<file path="src/rtl/muldiv_pkg.sv">
// Shared definitions for the iterative RV32M multiply/divide sequencer.
// Holds the funct3 encodings, the FSM state type and the divide special-case helper.
package muldiv_pkg;

   localparam int XLEN = 32;
   localparam int CW   = $clog2(XLEN);

   localparam logic [2:0] MD_MUL    = 3'b000;
   localparam logic [2:0] MD_MULH   = 3'b001;
   localparam logic [2:0] MD_MULHSU = 3'b010;
   localparam logic [2:0] MD_MULHU  = 3'b011;
   localparam logic [2:0] MD_DIV    = 3'b100;
   localparam logic [2:0] MD_DIVU   = 3'b101;
   localparam logic [2:0] MD_REM    = 3'b110;
   localparam logic [2:0] MD_REMU   = 3'b111;

   typedef enum logic [1:0] {
      MD_IDLE = 2'd0,
      MD_BUSY = 2'd1,
      MD_DONE = 2'd2
   } md_state_e;

   typedef struct packed {
      logic            hit;
      logic [XLEN-1:0] val;
   } md_spec_t;

   // Divide by zero and signed overflow finish in one cycle with a fixed result.
   function automatic md_spec_t md_special(
      input logic [2:0]      f3,
      input logic [XLEN-1:0] a,
      input logic [XLEN-1:0] b
   );
      md_spec_t s;
      s.hit = 1'b0;
      s.val = '0;
      if (f3[2]) begin
         if (b == '0) begin
            s.hit = 1'b1;
            s.val = f3[1] ? a : '1;
         end else if (!f3[0] && a == {1'b1, {(XLEN-1){1'b0}}} && b == '1) begin
            s.hit = 1'b1;
            s.val = f3[1] ? '0 : a;
         end
      end
      return s;
   endfunction

endpackage

</file>
<file path="src/rtl/muldiv_sequencer_datapath.sv">
// Shift-add multiply / restoring divide datapath for the M-extension sequencer.
// Product and remainder:quotient share one 2*XLEN register (hi:lo).
module muldiv_datapath
   import muldiv_pkg::*;
(
   input  logic            clk,
   input  logic            rst,
   input  logic            load_i,
   input  logic            step_i,
   input  logic            finish_i,
   input  logic            special_i,
   input  logic [XLEN-1:0] special_val_i,
   input  logic [2:0]      funct3_i,
   input  logic [XLEN-1:0] a_i,
   input  logic [XLEN-1:0] b_i,
   output logic [XLEN-1:0] result_o
);

   logic [2:0]        f3_q, f3_d;
   logic              neg_q, neg_d;
   logic [XLEN-1:0]   mcand_q, mcand_d;
   logic [2*XLEN-1:0] prod_q, prod_d;
   logic [XLEN-1:0]   res_q, res_d;

   logic              sgn_a, sgn_b;
   logic [XLEN-1:0]   mag_a, mag_b;
   logic [XLEN-1:0]   hi, lo;
   logic [XLEN:0]     sh, sum;
   logic [XLEN+1:0]   diff;
   logic [2*XLEN-1:0] stepped, neg64, mul_src;
   logic [XLEN-1:0]   div_word, fin_word;

   always_comb begin
      sgn_a = a_i[XLEN-1] && funct3_i != MD_MULHU
           && funct3_i != MD_DIVU && funct3_i != MD_REMU;
      sgn_b = b_i[XLEN-1] && (funct3_i == MD_MUL || funct3_i == MD_MULH
           || funct3_i == MD_DIV || funct3_i == MD_REM);
      mag_a = sgn_a ? -a_i : a_i;
      mag_b = sgn_b ? -b_i : b_i;

      hi   = prod_q[2*XLEN-1:XLEN];
      lo   = prod_q[XLEN-1:0];
      sh   = {hi, lo[XLEN-1]};
      diff = {1'b0, sh} - {2'b00, mcand_q};
      sum  = lo[0] ? ({1'b0, hi} + {1'b0, mcand_q}) : {1'b0, hi};

      if (f3_q[2]) begin
         if (!diff[XLEN+1])
            stepped = {diff[XLEN-1:0], lo[XLEN-2:0], 1'b1};
         else
            stepped = {sh[XLEN-1:0], lo[XLEN-2:0], 1'b0};
      end else begin
         stepped = {sum, lo[XLEN-1:1]};
      end

      // High-word multiplies need a full-width negate, not a per-word one.
      neg64    = -stepped;
      mul_src  = neg_q ? neg64 : stepped;
      div_word = f3_q[1] ? stepped[2*XLEN-1:XLEN] : stepped[XLEN-1:0];
      if (f3_q[2])
         fin_word = neg_q ? -div_word : div_word;
      else if (f3_q == MD_MUL)
         fin_word = mul_src[XLEN-1:0];
      else
         fin_word = mul_src[2*XLEN-1:XLEN];

      f3_d    = f3_q;
      neg_d   = neg_q;
      mcand_d = mcand_q;
      prod_d  = prod_q;
      res_d   = res_q;
      if (load_i) begin
         f3_d    = funct3_i;
         neg_d   = (funct3_i[2] && funct3_i[1]) ? sgn_a : (sgn_a ^ sgn_b);
         mcand_d = mag_b;
         prod_d  = {{XLEN{1'b0}}, mag_a};
         if (special_i)
            res_d = special_val_i;
      end else if (step_i) begin
         prod_d = stepped;
         if (finish_i)
            res_d = fin_word;
      end
   end

   always_ff @(posedge clk) begin
      if (rst) begin
         f3_q    <= '0;
         neg_q   <= 1'b0;
         mcand_q <= '0;
         prod_q  <= '0;
         res_q   <= '0;
      end else begin
         f3_q    <= f3_d;
         neg_q   <= neg_d;
         mcand_q <= mcand_d;
         prod_q  <= prod_d;
         res_q   <= res_d;
      end
   end

   assign result_o = res_q;

endmodule

</file>
<file path="src/rtl/muldiv_sequencer.sv">
// Iterative RV32M sequencer in EX: stalls the front end while one bit per
// cycle is processed, then pulses MDValid with the result for one cycle.
module muldiv_sequencer
   import muldiv_pkg::*;
(
   input  logic            clk,
   input  logic            rst,
   input  logic            MulDivE,
   input  logic [2:0]      funct3E,
   input  logic [XLEN-1:0] SrcAE,
   input  logic [XLEN-1:0] SrcBE,
   input  logic            FlushE,
   output logic            StallMD,
   output logic            MDValid,
   output logic [XLEN-1:0] MDResult,
   output logic            Busy
);

   md_state_e state_q;
   logic [CW-1:0] cnt_q;
   md_spec_t spec;
   logic accept, step, finish;

   assign spec   = md_special(funct3E, SrcAE, SrcBE);
   assign accept = state_q == MD_IDLE && MulDivE && !FlushE;
   assign step   = state_q == MD_BUSY && !FlushE;
   assign finish = step && cnt_q == '0;

   always_ff @(posedge clk) begin
      if (rst) begin
         state_q <= MD_IDLE;
         cnt_q   <= '0;
      end else begin
         unique case (state_q)
            MD_IDLE: begin
               if (accept) begin
                  state_q <= spec.hit ? MD_DONE : MD_BUSY;
                  cnt_q   <= CW'(XLEN-1);
               end
            end
            MD_BUSY: begin
               if (FlushE)
                  state_q <= MD_IDLE;
               else if (cnt_q == '0)
                  state_q <= MD_DONE;
               else
                  cnt_q <= cnt_q - CW'(1);
            end
            MD_DONE: state_q <= MD_IDLE;
            default: state_q <= MD_IDLE;
         endcase
      end
   end

   assign StallMD = accept || state_q == MD_BUSY;
   assign MDValid = state_q == MD_DONE && !FlushE;
   assign Busy    = state_q != MD_IDLE;

   muldiv_datapath u_dp (
      .clk           (clk),
      .rst           (rst),
      .load_i        (accept),
      .step_i        (step),
      .finish_i      (finish),
      .special_i     (spec.hit),
      .special_val_i (spec.val),
      .funct3_i      (funct3E),
      .a_i           (SrcAE),
      .b_i           (SrcBE),
      .result_o      (MDResult)
   );

endmodule

</file>
<file path="config.mk">
export PLATFORM = sky130hd
export DESIGN_NAME = muldiv_sequencer
export DESIGN_NICKNAME = d
export VERILOG_FILES = /design/src/rtl/muldiv_pkg.sv /design/src/rtl/muldiv_sequencer_datapath.sv /design/src/rtl/muldiv_sequencer.sv
export SDC_FILE = /design/constraint.sdc
export NUM_CORES = 1
export LEC_CHECK = 0
export CAP_MARGIN = 20
export CORE_ASPECT_RATIO = 0.8
export CORE_MARGIN = 2
export CORE_UTILIZATION = 40
export CTS_CLUSTER_DIAMETER = 150
export DETAILED_ROUTE_END_ITERATION = 10
export HOLD_SLACK_MARGIN = 0.06
export PLACE_DENSITY_LB_ADDON = 0.25
export SLEW_MARGIN = 20
export SYNTH_ARGS = -nofsm -noshare
export SYNTH_HDL_FRONTEND = slang
export SYNTH_SLANG_ARGS = --single-unit
</file>
<file path="constraint.sdc">
create_clock -name clk -period 13.05 [get_ports clk]
set_input_delay 3.915 -clock clk [delete_from_list [all_inputs] [get_ports clk]]
set_output_delay 3.915 -clock clk [all_outputs]
set_load 0.01 [all_outputs]
</file>
==> metrics.md, run 1 <==
| Metric | Value |
|---|---|
| Status | finished clean |
| Total grt overflow | 0 |
| Routed Antenna Nets | 0 |
| Total track usage | 32.3% |
| Max H-tree Level | 4 |
| Max_cap viols | 0 |
| Worst hold path class | reg2reg |
| DRC violations left | 0 |
| Synth Net Count | 2572 |
| Synth cell types | 96 |
| Count leader, synth | nor2_1 |
| Setup Buffers After CTS | 0 |
| Startpoint Class | primary input |
| DRT Pass-1 Iters | 8 |
| Placer Congestion | about 1 |
| Layout Nets | 2564 |
| Core Region | 41700 um2 |
| Ant diodes | 0 |
| Clock transition at path regs | around 60 ps |
| Synth area leaders | dfxtp_1 17%, nor2_1 6.9%, a21oi_1 6.5% |
| Mux contribution to synthesized area | 4.88% |
| First-pass GRT wire length | roughly 110000 um |
| IO Port Bufs | 105 |
| Cell mode on critical path | clkdlybuf4s50_1 |
| Synth Area in XOR/XNOR | 7.26% |
| DPL Wire Length | 54600 um |
| PD cells | 87.1 nW/um2 |
| Arrival time at the worst endpoint | 5700 ps |
| Worst setup EP type | primary output |
| Final hold vios | 0 |
| Rel. slew slack | 20.8% |
| Die W | 233 um |
| Buf/Inv on CP | 2 |
| Vias in the first global route | 17900 |
| Finish-stage setup viols | 0 |
| Critical path required time | 9130 ps |
| Num CTS Buffers | 17 |
| Tcrit/Tclk final | approximately 74% |
| Die area | 43600 um2 |
| WL final | 71700 um |
| Synth top area share | roughly 17% |
| Top post-synthesis cells by count | 307 x nor2_1, 240 x nand2_1, 218 x a21oi_1 |
| Critical path class | in2out |
| Main synth FF type | dfxtp_1 |
| CTS max path bufs | 2 |
| Hold_ws | 465 ps |
| Worst slew pin tran | 1180 ps |
| Max Fclk | 104 MHz |
| Finished Layout Cells | 2985 |
| RSZ-0062 raised after global routing | false |
| CP Max Fanout | 5 |
| Leakage | just under 7 nW |
| Initial antenna violation count | 2 |
| Clock sink count | 139 |
| Slew Limit Fails | 0 |
| Netlist Area Pre-Place | 16800 um2 |
| Cts repair resizes | 0 |
| Clock Root Buffer | clkbuf_16 |
| Vias per cell | 6.57 |
| Seq cells post-synth | 139 |
| Layout cells sized above 1 | 6.45% |
| Seq/Total Area, Yosys | 16.6% |
| Layout area overhead | 11.9% |
| CP top delay family | buffers and inverters |
| Complex-gate fraction of the synthesized area | 33.9% |
| Die H | 187 um |
| Post-synth EDFFs | 0 |
| Crit path time final | 9620 ps |
| Main combinational cell family by area after synthesis | compound AO/OA/AOI/OAI gates |
| Largest net degree at the start of global routing | 76 |
| Setup TNS | 0 ps |
| Worst-path cell chain | clkdlybuf4s50_1 > or4b_2 > nand2_1 > clkdlybuf4s50_1 |
| Critical Path Max Stage Delay | 670 ps |
| Asr flop ratio synth | 0% |
| Vias | 19600 |
| Syn_area_per_cell | 6.91 um2 |
| Hold-fix buffers, CTS | 0 |
| Fin Clk Skew | between 15 and 20 ps |
| Synth area leader | dfxtp_1 |
| Adder-Cell Fraction of Synth Area | 5.53% |
| Ys Warns | 0 |
| Slowest CP cell | or4b_2 |
| CTS tree | done |
| Top Ports | 106 |
| # rows | 67 |
| Simple-gate share of the synthesized area | a little over a quarter |
| Iter 0 DRT Violations | approximately 2400 |
| Initial cell density of the core | around two fifths |
| Inst Count DP | just under 3000 |
| Cell count after synthesis | 2428 |
| Drt wl/cell | 24.0 um |
| Clk_lat worst skew | 470 ps |
| Peak VDD IR | 0.0758 mV |
| Final Total Pwr | ~1.6 mW |
-- power breakdown --
group          leakage, nW  switching [mW]  total [mW]  internal [mW]
logic                 5.37           0.407       0.618          0.210
clock network        0.298           0.218       0.539          0.321
registers             1.13          0.0348       0.480          0.445
-- layout by cell type, fill, tap and decap left out, types with 19 or more instances in the layout --
cell type / n
a21o_1: 27
o21ai_0: 143
xor2_1: 70
mux2i_1: 56
inv_1: 69
nand4_1: 32
nand2b_1: 19
a211oi_1: 102
dfxtp_1: 137
clkdlybuf4s50_1: 104
nor4_1: 23
o211ai_1: 26
a31oi_1: 50
a21oi_1: 218
nor3_1: 70
buf_4: 38
o31ai_1: 34
nand2_1: 240
nand3_1: 58
or3_1: 32
ha_1: 71
xnor2_1: 69
nor2_1: 305
mux2_2: 19
-- flip-flops by register name, indices dropped and copies added, names as in the netlist --
signal         cells
u_dp.prod_q       64
u_dp.mcand_q      32
u_dp.result_o     32
cnt_q              5
u_dp.f3_q          3
state_q            2
u_dp.neg_q         1
-- stage by stage --
stage | setup slack [ps] | cell area (um2) | utilization, %
finish | 3430 | 18800 | 45.1
global route | 3340 | 18800 | 45.1
CTS | 3420 | 18800 | 45.0
detailed placement | 3430 | 18100 | 43.6
global placement | 3430 | 18100 | 43.6
floorplan | 4050 | 16800 | -
-- routing by layer --
layer | share of wire, % | vias to the layer above | global-route usage (%)
met2 | 41 | 1103 | 46.2
met4 | 2.5 | 2 | 9.16
met5 | 0.018 | - | 0
li1 | - | 9095 | -
met1 | 46 | 9302 | 49.2
met3 | 10 | 107 | 5.21
-- worst paths after layout --
| kind | startpoint | endpoint | slack (ps) | depth (start not counted) |
|---|---|---|---|---|
| setup reg to reg | u_dp.mcand_q[20] | u_dp.result_o[16] | 6040 | 22 |
| setup / recovery | FlushE | StallMD | 3430 | 4 |
| hold / removal | u_dp.result_o[10] | u_dp.result_o[10] | 460 | 2 |
| hold reg to reg | u_dp.result_o[10] | u_dp.result_o[10] | 460 | 2 |
-- kinds of logic after synthesis --
logic type      Yosys count
compound gates          844
flops                   139
mux                      77
simple gates            914
xor+xnor                139
fa+ha+maj                73
buf+inv                 242
-- worst reg2reg max path, stage by stage (launching register included) --
cell	delay, ps
dfxtp_1	520
inv_1	90
ha_1	370
a21oi_1	330
o21ai_2	170
a211oi_2	370
o21a_1	190
buf_4	330
a31oi_1	170
buf_4	240
inv_1	70
ha_1	210
o211ai_1	260
nor4_1	460
nor4b_1	750
nand2_1	330
nand2_1	220
nand2_1	70
or3_1	400
o21ai_0	250
mux2i_1	160
a221oi_1	710
o22ai_1	190
-- final cells by class --
cell class / count / area [um2]
Fill cell: 4306 / 22900
Sequential cell: 139 / 2790
Clock buffer: 19 / 433
Clock inverter: 13 / 189
Inverter: 72 / 270
Tap cell: 552 / 691
Timing Repair Buffer: 143 / 1330
Multi-Input combinational cell: 2047 / 13100
Power figures use the tool's default switching activity.
==> inputs of run 2 (changes only) <==
Clock period 13.05 ns to 7.9 ns, I/O delays scaled along.
==> run 2 against run 1 <==
Net effect:
- largest cell class unchanged
- utilization barely moved
- largest power group unchanged
- wire length rose by 2.2%
- combinational power rose by 68%
- critical path type is now reg2reg
==> metrics.md, run 2 (same netlist as run 1, synthesis figures left out) <==
| Metric | Value |
|---|---|
| Inst Count DP | 2958 (was 2953) |
| Status | finished clean (unchanged) |
| Die W | 233 um (unchanged) |
| Die area | 43600 um2 (unchanged) |
| Peak VDD IR | 0.203 mV (was 0.0758 mV) |
| Worst r2r src | u_dp.mcand_q[20] (unchanged) |
| Hold EP | u_dp.result_o[10] (unchanged) |
| Clock transition at path regs | 70 ps (was 60 ps) |
| Initial antenna violation count | 1 (was 2) |
| CP Max Fanout | 8 (was 5) |
| Hold_sp | u_dp.result_o[10] (unchanged) |
| # rows | 67 (unchanged) |
| Iter 0 DRT Violations | 2640 (was 2444) |
| Hold-fix buffers, CTS | 0 (unchanged) |
| Fillers | 4287 (was 4306) |
| Clock Root Buffer | clkbuf_16 (unchanged) |
| R2R Setup Slk | 1120 ps (was 6040 ps) |
| Critical path class | reg2reg (was in2out) |
| Drt wl/cell | 24.5 um (was 24.0 um) |
| Max Fclk | 148 MHz |
| Max_cap viols | 0 (unchanged) |
| CTS tree | done (unchanged) |
| RSZ-0062 raised after global routing | false (unchanged) |
| Initial cell density of the core | 40.3% (unchanged) |
| Placer Congestion | 0.989 (was 1.00) |
| Commonest non-fill, non-tap cell in the layout | nor2_1 (unchanged) |
| Worst R2R Path Depth | 21 (was 22) |
| Vias | 19900 (was 19600) |
| Num CTS Buffers | 17 (unchanged) |
| Worst setup EP type | flip-flop (was primary output) |
| Layout area overhead | 11.8% (was 11.9%) |
| Fin Clk Skew | 19.7 ps (was 16.5 ps) |
| Fin util | 45.0% (was 45.1%) |
| Slew Limit Fails | 0 (unchanged) |
| Core Region | 41700 um2 (unchanged) |
| Most frequent cells in the layout | 305 x nor2_1, 240 x nand2_1, 218 x a21oi_1, 143 x o21ai_0, 137 x dfxtp_1 (unchanged) |
| Setup TNS | 0 ps (unchanged) |
| Vias in the first global route | 17800 (was 17900) |
| DRT Pass-1 Iters | 6 (was 8) |
| Setup Buffers After CTS | 0 (unchanged) |
| Tcrit/Tclk final | between 80% and 90% |
| Startpoint Class | flip-flop (was primary input) |
| FF-to-FF End | u_dp.result_o[24] (was u_dp.result_o[16]) |
| Clk_lat worst skew | 470 ps (about the same) |
| Largest net degree at the start of global routing | 127 (was 76) |
| Die H | 187 um (unchanged) |
| Finished Layout Cells | 2991 (was 2985) |
| Final Cell Area | 18800 um2 (about the same) |
| Max FFs per register | 64 (unchanged) |
| Clock sink count | 139 (unchanged) |
| Top reg by flops | u_dp.prod_q (unchanged) |
| Cts repair resizes | 0 (unchanged) |
| DPL Wire Length | 56700 um (was 54600 um) |
| Layout Nets | 2569 (was 2564) |
| CTS max path bufs | 2 (unchanged) |
| Worst slew pin tran | 1140 ps (was 1180 ps) |
| Cell depth of the worst hold path | 2 (unchanged) |
| Finish-stage setup viols | 0 (unchanged) |
| Top Ports | 106 (unchanged) |
| PD cells | 141 nW/um2 (was 87.1 nW/um2) |
| Instance area after placement | 18200 um2 (was 18100 um2) |
| Worst hold path class | reg2reg (unchanged) |
| Arrival time at the worst endpoint | 7090 ps (was 5700 ps) |
| IO Port Bufs | 105 (unchanged) |
| DRC violations left | 0 (unchanged) |
| Critical path required time | 8210 ps (was 9130 ps) |
| First-pass GRT wire length | 110000 um (was 109000 um) |
| Max H-tree Level | 4 (unchanged) |
| Total grt overflow | 0 (unchanged) |
| Leakage | 6.80 nW (about the same) |
| Final hold vios | 0 (unchanged) |
| WL final | 73200 um (was 71700 um) |
| Routed Antenna Nets | 0 (unchanged) |
| Vias per cell | 6.64 (was 6.57) |
| Rel. slew slack | 23.0% (was 20.8%) |
| Crit path time final | 6780 ps |
| Layout cells sized above 1 | 6.73% (was 6.45%) |
| Total track usage | 32.9% (was 32.3%) |
==> run 2: cell type report <==
cell class,count,area (um2),share of cell area [%]
Clock buffer,17,425,2.27
Inverter,72,270,1.44
Antenna cell,1,2.50,0.0133
Timing Repair Buffer,148,1380,7.36
Sequential cell,139,2790,14.9
Clock inverter,15,140,0.747
Multi-Input combinational cell,2047,13100,69.6
Tap cell,552,691,3.68
==> run 2: power breakdown <==
group | switching [mW] | internal (mW) | total (mW)
clock network | 0.375 | 0.438 | 0.813
logic | 0.687 | 0.352 | 1.04
registers | 0.0636 | 0.735 | 0.798
==> run 2: how the worst max path moves through the flow <==
stage	from	endpoint	slack, ps	cells past startpoint
2_1_floorplan	FlushE	StallMD	1990	4
3_3_place_gp	SrcAE[2]	u_dp.result_o[28]	1080	13
3_5_place_dp	SrcAE[2]	u_dp.result_o[28]	880	13
4_1_cts	FlushE	StallMD	1350	4
5_1_grt	u_dp.mcand_q[20]	u_dp.result_o[24]	890	21
6_report	u_dp.mcand_q[20]	u_dp.result_o[24]	1120	21
==> run 2: metrics by stage <==
stage / setup slack [ps] / power, mW / hold slack (ps)
after detailed placement: 882 / 1.81 / 454
after global placement: 1080 / 1.80 / 452
after global routing: 886 / 2.76 / 490
after CTS: 1350 / 2.62 / 463
after floorplan: 1990 / 1.45 / 449
final: 1120 / 2.65 / 469
==> run 2: critical path: stages (launching register included) <==
cell and delay, ps:
dfxtp_1 510, inv_1 90, ha_1 370, a21oi_1 330
o21ai_2 180, a211oi_2 360, o21a_1 380, a31oi_1 140
buf_4 230, inv_1 70, ha_1 240, o211ai_1 280
nor4_1 470, nor4b_1 800, nand2_1 350, nand2_1 230
nand2_1 80, or3_1 430, nor4_1 320, mux2i_1 130
o31ai_1 440, a41oi_1 180
==> run 2: routing by layer <==
layer	routed length (um)	global-route usage, %	vias up
met4	1850	9.02	4
met1	32600	48.2	9423
met5	94	1.34	-
met3	8480	8.05	136
met2	30200	47.2	1194
li1	-	-	9105
